### src/rtl/uart_cmd_pkg.sv
// uart_cmd_pkg: states, command codes, ASCII constants and response ROM
package uart_cmd_pkg;
  typedef enum logic [1:0] {S_IDLE, S_ECHO, S_EVAL, S_RESP} state_t;
  localparam logic [1:0] CMD_RUN = 2'd0, CMD_CLEAR = 2'd1, CMD_MODE = 2'd2, CMD_UP = 2'd3;
  localparam logic [7:0] ASCII_CR = 8'h0D, ASCII_LF = 8'h0A;
  localparam logic [3:0][7:0] RESP_OK = {ASCII_LF, ASCII_CR, 8'h4B, 8'h4F};
  localparam logic [3:0][7:0] RESP_ER = {ASCII_LF, ASCII_CR, 8'h52, 8'h45};
  function automatic logic [7:0] resp_byte(input logic err, input logic [1:0] idx);
    return err ? RESP_ER[idx] : RESP_OK[idx];
  endfunction
endpackage

### src/rtl/uart_cmd_responder_if.sv
// uart_cmd_responder_if: RX/TX FIFO handshake between responder (master) and uart_controller (slave)
interface uart_cmd_responder_if;
  logic [7:0] rx_data;
  logic       rx_empty;
  logic       rx_pop;
  logic       tx_full;
  logic       tx_push;
  logic [7:0] tx_push_data;
  modport master (input rx_data, rx_empty, tx_full, output rx_pop, tx_push, tx_push_data);
  modport slave (output rx_data, rx_empty, tx_full, input rx_pop, tx_push, tx_push_data);
endinterface

### src/rtl/uart_cmd_decode.sv
// uart_cmd_decode: case-insensitive command letter to {valid, code}
module uart_cmd_decode
  import uart_cmd_pkg::*;
(
  input  logic [7:0] ch,
  output logic       valid,
  output logic [1:0] code
);
  logic [7:0] up;
  // clearing bit 5 folds only the lowercase letter onto its uppercase form
  always_comb begin
    up = ch & 8'hDF;
    valid = up == "R" || up == "C" || up == "M" || up == "U";
    code = up == "C" ? CMD_CLEAR : up == "M" ? CMD_MODE : up == "U" ? CMD_UP : CMD_RUN;
  end
endmodule

### src/rtl/uart_cmd_responder.sv
// uart_cmd_responder: CR-terminated command lines to strobes plus OK/ER reply; UART_CMD_ECHO_EN echoes every byte
module uart_cmd_responder
  import uart_cmd_pkg::*;
#(
  parameter int LINE_MAX = 8,
  parameter int CNT_W    = 4
) (
  input  logic                 clk,
  input  logic                 rst,
  uart_cmd_responder_if.master fifo,
  output logic                 o_cmd_valid,
  output logic [1:0]           o_cmd_code,
  output logic                 o_busy
);
  localparam logic [CNT_W-1:0] LMAX = CNT_W'(LINE_MAX);
  state_t state_q, state_d;
  logic [7:0] byte_q, byte_d, char_q, char_d;
  logic [CNT_W-1:0] cnt_q, cnt_d;
  logic [1:0] idx_q, idx_d, code_q, code_d;
  logic err_q, err_d, valid_q, valid_d;
  logic dec_valid;
  logic [1:0] dec_code;
  uart_cmd_decode u_dec (.ch(char_q), .valid(dec_valid), .code(dec_code));
  // next state, line bookkeeping and FIFO handshakes
  always_comb begin
    state_d = state_q;
    byte_d = byte_q;
    char_d = char_q;
    cnt_d = cnt_q;
    idx_d = idx_q;
    err_d = err_q;
    valid_d = 1'b0;
    code_d = code_q;
    fifo.rx_pop = 1'b0;
    fifo.tx_push = 1'b0;
    fifo.tx_push_data = 8'h00;
    case (state_q)
      S_IDLE: begin
        fifo.rx_pop = !fifo.rx_empty;
        if (!fifo.rx_empty) begin
          byte_d = fifo.rx_data;
`ifdef UART_CMD_ECHO_EN
          state_d = S_ECHO;
`else
          state_d = S_EVAL;
`endif
        end
      end
`ifdef UART_CMD_ECHO_EN
      S_ECHO: begin
        fifo.tx_push = !fifo.tx_full;
        fifo.tx_push_data = byte_q;
        state_d = fifo.tx_full ? S_ECHO : S_EVAL;
      end
`endif
      S_EVAL: begin
        state_d = S_IDLE;
        if (byte_q == ASCII_CR) begin
          if (cnt_q != '0) begin
            valid_d = cnt_q == CNT_W'(1) && dec_valid;
            err_d = !valid_d;
            code_d = valid_d ? dec_code : code_q;
            state_d = S_RESP;
          end
        end else if (byte_q != ASCII_LF) begin
          char_d = cnt_q == '0 ? byte_q : char_q;
          cnt_d = cnt_q == LMAX ? cnt_q : cnt_q + 1'b1;
        end
      end
      S_RESP: begin
        fifo.tx_push = !fifo.tx_full;
        fifo.tx_push_data = resp_byte(err_q, idx_q);
        if (!fifo.tx_full) begin
          idx_d = idx_q + 2'd1;
          if (idx_q == 2'd3) begin
            cnt_d = '0;
            char_d = 8'h00;
            state_d = S_IDLE;
          end
        end
      end
      default: state_d = S_IDLE;
    endcase
  end
  // state and datapath registers
  always_ff @(posedge clk) begin
    if (rst) begin
      state_q <= S_IDLE;
      byte_q <= 8'h00;
      char_q <= 8'h00;
      cnt_q <= '0;
      idx_q <= 2'd0;
      err_q <= 1'b0;
      valid_q <= 1'b0;
      code_q <= 2'd0;
    end else begin
      state_q <= state_d;
      byte_q <= byte_d;
      char_q <= char_d;
      cnt_q <= cnt_d;
      idx_q <= idx_d;
      err_q <= err_d;
      valid_q <= valid_d;
      code_q <= code_d;
    end
  end
  assign o_cmd_valid = valid_q;
  assign o_cmd_code = code_q;
  assign o_busy = state_q != S_IDLE;
endmodule
### src/flat_wrapper.sv
// flat-port wrapper written by rule: the top's interface ports become plain ports
module uart_cmd_responder_flat import uart_cmd_pkg::*;
#(
  parameter int LINE_MAX = 8,
  parameter int CNT_W    = 4
)
  (clk, rst, o_cmd_valid, o_cmd_code, o_busy, fifo_rx_data, fifo_rx_empty, fifo_tx_full, fifo_rx_pop, fifo_tx_push, fifo_tx_push_data);
  uart_cmd_responder_if fifo_i ();
  input  logic clk;
  input  logic rst;
  output logic o_cmd_valid;
  output logic [1:0] o_cmd_code;
  output logic o_busy;
  input wire logic [$bits(fifo_i.rx_data)-1:0] fifo_rx_data;
  input wire logic [$bits(fifo_i.rx_empty)-1:0] fifo_rx_empty;
  input wire logic [$bits(fifo_i.tx_full)-1:0] fifo_tx_full;
  output wire logic [$bits(fifo_i.rx_pop)-1:0] fifo_rx_pop;
  output wire logic [$bits(fifo_i.tx_push)-1:0] fifo_tx_push;
  output wire logic [$bits(fifo_i.tx_push_data)-1:0] fifo_tx_push_data;
  assign fifo_i.rx_data = fifo_rx_data;
  assign fifo_i.rx_empty = fifo_rx_empty;
  assign fifo_i.tx_full = fifo_tx_full;
  assign fifo_rx_pop = fifo_i.rx_pop;
  assign fifo_tx_push = fifo_i.tx_push;
  assign fifo_tx_push_data = fifo_i.tx_push_data;
  uart_cmd_responder #(.LINE_MAX(LINE_MAX), .CNT_W(CNT_W)) u_core (.clk(clk), .rst(rst), .fifo(fifo_i), .o_cmd_valid(o_cmd_valid), .o_cmd_code(o_cmd_code), .o_busy(o_busy));
endmodule
### config.mk
export PLATFORM = sky130hd
export DESIGN_NAME = uart_cmd_responder_flat
export DESIGN_NICKNAME = d
export VERILOG_FILES = /design/src/rtl/uart_cmd_pkg.sv /design/src/rtl/uart_cmd_responder_if.sv /design/src/rtl/uart_cmd_decode.sv /design/src/rtl/uart_cmd_responder.sv /design/src/flat_wrapper.sv
export SDC_FILE = /design/constraint.sdc
export NUM_CORES = 1
export LEC_CHECK = 0
export BUFFER_PORTS_ARGS = -buffer_cell sky130_fd_sc_hd__buf_2
export CORE_UTILIZATION = 51
export CTS_BUF_LIST = sky130_fd_sc_hd__clkbuf_4
export CTS_CLUSTER_SIZE = 10
export DETAILED_ROUTE_END_ITERATION = 6
export PLACE_DENSITY = 0.83
export SYNTH_ARGS = -nofsm -noshare
export SYNTH_HDL_FRONTEND = slang
export SYNTH_SLANG_ARGS = --single-unit
### constraint.sdc
create_clock -name clk -period 1.9 [get_ports clk]
set_input_delay 0.19 -clock clk [delete_from_list [all_inputs] [get_ports clk]]
set_output_delay 0.19 -clock clk [all_outputs]
set_load 0.005 [all_outputs]
==> run_results.csv <==
group,metric,value,unit
layout,antenna_cells,0,
sta,finalCriticalPeriod,1830,ps
drt,first_pass_iters,4,
grt,grt_max_degree,19,
setup_path,crit_type,"register to register",
setup_path,crit_required,2190,ps
sta,final-setup-viol-count,0,
cts,clkSinkCount,27,
place,port_buffers,23,
synth,synth_area_leaders,"dfxtp_1 37%, nand2_1 8.0%, ha_1 6.9%",
setup_path,cp-startpoint,"u_core.byte_q[4]",
place,placed_cell_area,1590,um2
floorplan,fp.dieH,55.3,um
hold_path,hold_path_depth,3,
grt,grt_pass1_wl,5.13,mm
cts,cts_made_buffers,3,
sta,fin_crit_sh,96.2,%
floorplan,initial_core_util,56.3,%
synth,ys_warn_count,0,
layout,area_delta_synth_final,13.2,%
power,ir_drop,0.566,mV
floorplan,coreArea,2570,um2
synth,syn_inst,170,
layout,stdcell_area,1640,um2
setup_path,arrival,2120,ps
outcome,status,"completed",
grt,grtUsageTotal,20.8,%
cts,cts_hold_buf,0,
synth,synth_area,1450,um2
synth,synth_area_leader_cell,"dfxtp_1",
synth,yosysUniqueCellTypes,41,
cts,cts_tree,"yes",
place,hpwl,2.26,mm
drt,dr_total_vias,1248,
synth,synth_edf_count,0,
setup_path,ff2ff_path_depth,4,
sta,rsz0062_at_grt,"no",
place,gp_congestion,0.813,
drt,via_per_inst,5.57,
sta,fin_setup_tns,0,ps
drt,drt-initial-drc-count,55,
drt,drcViolationCount,0,
floorplan,die_area,3050,um2
layout,post-route-util,63.8,%
power,leakagePower,0.704,nW
sta,maxSlewViolCount,0,
drt,ant_nets,0,
layout,stdcell_count,224,
floorplan,dieWidth,55.3,um
hold_path,hp-start,"fifo_rx_data[0]",
setup_path,cp-end-kind,"register",
cts,htree_num_levels,1,
layout,nets,215,
setup_path,start_kind,"register",
drt,drt_wl_total,2.97,mm
sta,fmax,0.547,GHz
synth,synthFlopType,"dfxtp_1",
hold_path,hold_class,"primary input to register",
layout,drive_gt1_share,22.2,%
place,dp_cells,220,
synth,ys_ff_latch,27,
setup_path,r2r_start,"u_core.byte_q[4]",
synth,seq_area_frac_synth,37.4,%
layout,n_fill_cell,215,
place,pre_cts_ws,93.2,ps
job,max_cap_violations,0,
synth,synth_top_cell_area_share,37.4,%
grt,antenna_found_initial,0,
grt,overflow,0,
floorplan,top_level_ports,26,
sta,fin_worst_skew,2.06,ps
cts,cts-root-buf,"clkbuf_4",
synth,avgSynthCellArea,8.51,um2
synth,ys_async_sr_fraction,0,%
cts,cts_buffer_depth,2,
floorplan,rows,18,
drt,routedWlPerCell,13.3,um
sta,fin_ws,71.4,ps
cts,insertion_delay,340,ps
grt,grt_pass1_vias,1172,
setup_path,cp_max_fo,4,
sta,hold_viol,0,
cts,clk_pin_slew,150,ps
power,p_per_area,593,nW/um2
-- path summary, 6_finish.rpt --
| kind | to | slack [ps] |
|---|---|---|
| min reg2reg | u_core.o_cmd_code[0] | 470 |
| min | u_core.byte_q[0] | 60 |
| max | u_core.o_cmd_code[1] | 70 |
| max reg2reg | u_core.o_cmd_code[1] | 70 |
-- Yosys cell counts (2+ instances only) --
| cell | instances |
|---|---|
| a211oi_1 | 2 |
| a21oi_1 | 15 |
| a32o_1 | 2 |
| and2_1 | 2 |
| buf_4 | 2 |
| clkbuf_1 | 5 |
| clkinv_1 | 2 |
| dfxtp_1 | 27 |
| ha_1 | 8 |
| inv_1 | 5 |
| mux2i_1 | 9 |
| nand2_1 | 31 |
| nand2b_1 | 2 |
| nand3_1 | 9 |
| nand4_1 | 2 |
| nor2_1 | 10 |
| nor2b_1 | 2 |
| nor3_1 | 5 |
| nor3b_1 | 2 |
| o211ai_1 | 2 |
| o21ai_0 | 4 |
| xnor2_1 | 3 |
-- through the flow --
stage / hold WS [ps] / total power [mW]
6_report: 60.2 / 0.971
3_5_place_dp: 435 / 0.711
4_1_cts: 54.3 / 0.971
5_1_grt: 57.9 / 1.01
3_3_place_gp: 432 / 0.705
2_1_floorplan: 326 / 0.678
-- where the power goes --
part	leakage [nW]	switching (mW)	internal (mW)
combinational	0.470	0.0588	0.0469
clock	0.0139	0.188	0.0809
sequential	0.220	0.0139	0.583
total	0.704	0.261	0.711
-- worst max-delay path, stage by stage (launching register included) --
cell	delay [ps]
dfxtp_1	360
or4b_4	580
a2111oi_4	400
o211a_4	260
mux2i_1	170
-- repair_timing --
action	4_1_cts	5_1_grt
setup buffers	0	0
resized for setup	0	4
setup endpoints to repair	0	10
-- area by class of cell --
class	instances	area, um2	share of cell area (%)
clock buffers	3	22.5	1.38
clock inverters	1	7.51	0.458
inverters	7	26.3	1.60
multi-input cells	129	857	52.3
flip-flops and latches	27	542	33.1
well taps	30	37.5	2.29
repair buffers	27	145	8.86
-- state kept, by name, summed over array words and instances, names as in the netlist --
signal / cells
u_core.state_q: 2
u_core.idx_q: 2
u_core.o_cmd_code: 2
u_core.byte_q: 8
u_core.o_cmd_valid: 1
u_core.cnt_q: 4
u_core.char_q: 7
u_core.err_q: 1
-- kinds of logic (layout without fill, tap and decap cells) --
group | after synthesis | after routing | synth area share, %
compound gates | 30 | 30 | 15.0
xor+xnor | 3 | 3 | 1.82
fa+ha+maj | 8 | 8 | 6.92
buf+inv | 15 | 38 | 4.50
flops | 27 | 27 | 37.4
mux | 9 | 9 | 6.23
other cells | 1 | 2 | 0.259
simple gates | 77 | 77 | 27.9
-- routing by layer --
layer	share of wire, %	vias up	routed length (um)	GRT usage (%)
li1	-	636	-	-
met1	45	574	1320	26.7
met4	1.9	0	55	10.7
met2	49	34	1460	33.7
met3	4.4	4	130	3.04
met5	0	-	0	0
-- layout by cell type, fill, tap and decap left out, types with 2 or more instances in the layout --
cell type	netlist	routed
buf_4	2	4
o21ai_0	4	4
conb_1	1	2
buf_2	1	23
nor2b_1	2	2
a21oi_1	15	15
ha_1	8	8
mux2i_1	9	9
a32o_1	2	2
nor3b_1	2	2
nand4_1	2	2
nor2_1	10	10
inv_1	5	5
and2_1	2	2
nand2b_1	2	2
clkinv_1	2	2
nand2_1	31	30
nor3_1	5	5
o211ai_1	2	2
nand3_1	9	9
dfxtp_1	27	26
clkbuf_4	0	3
xnor2_1	3	3
Power figures use the tool's default switching activity.
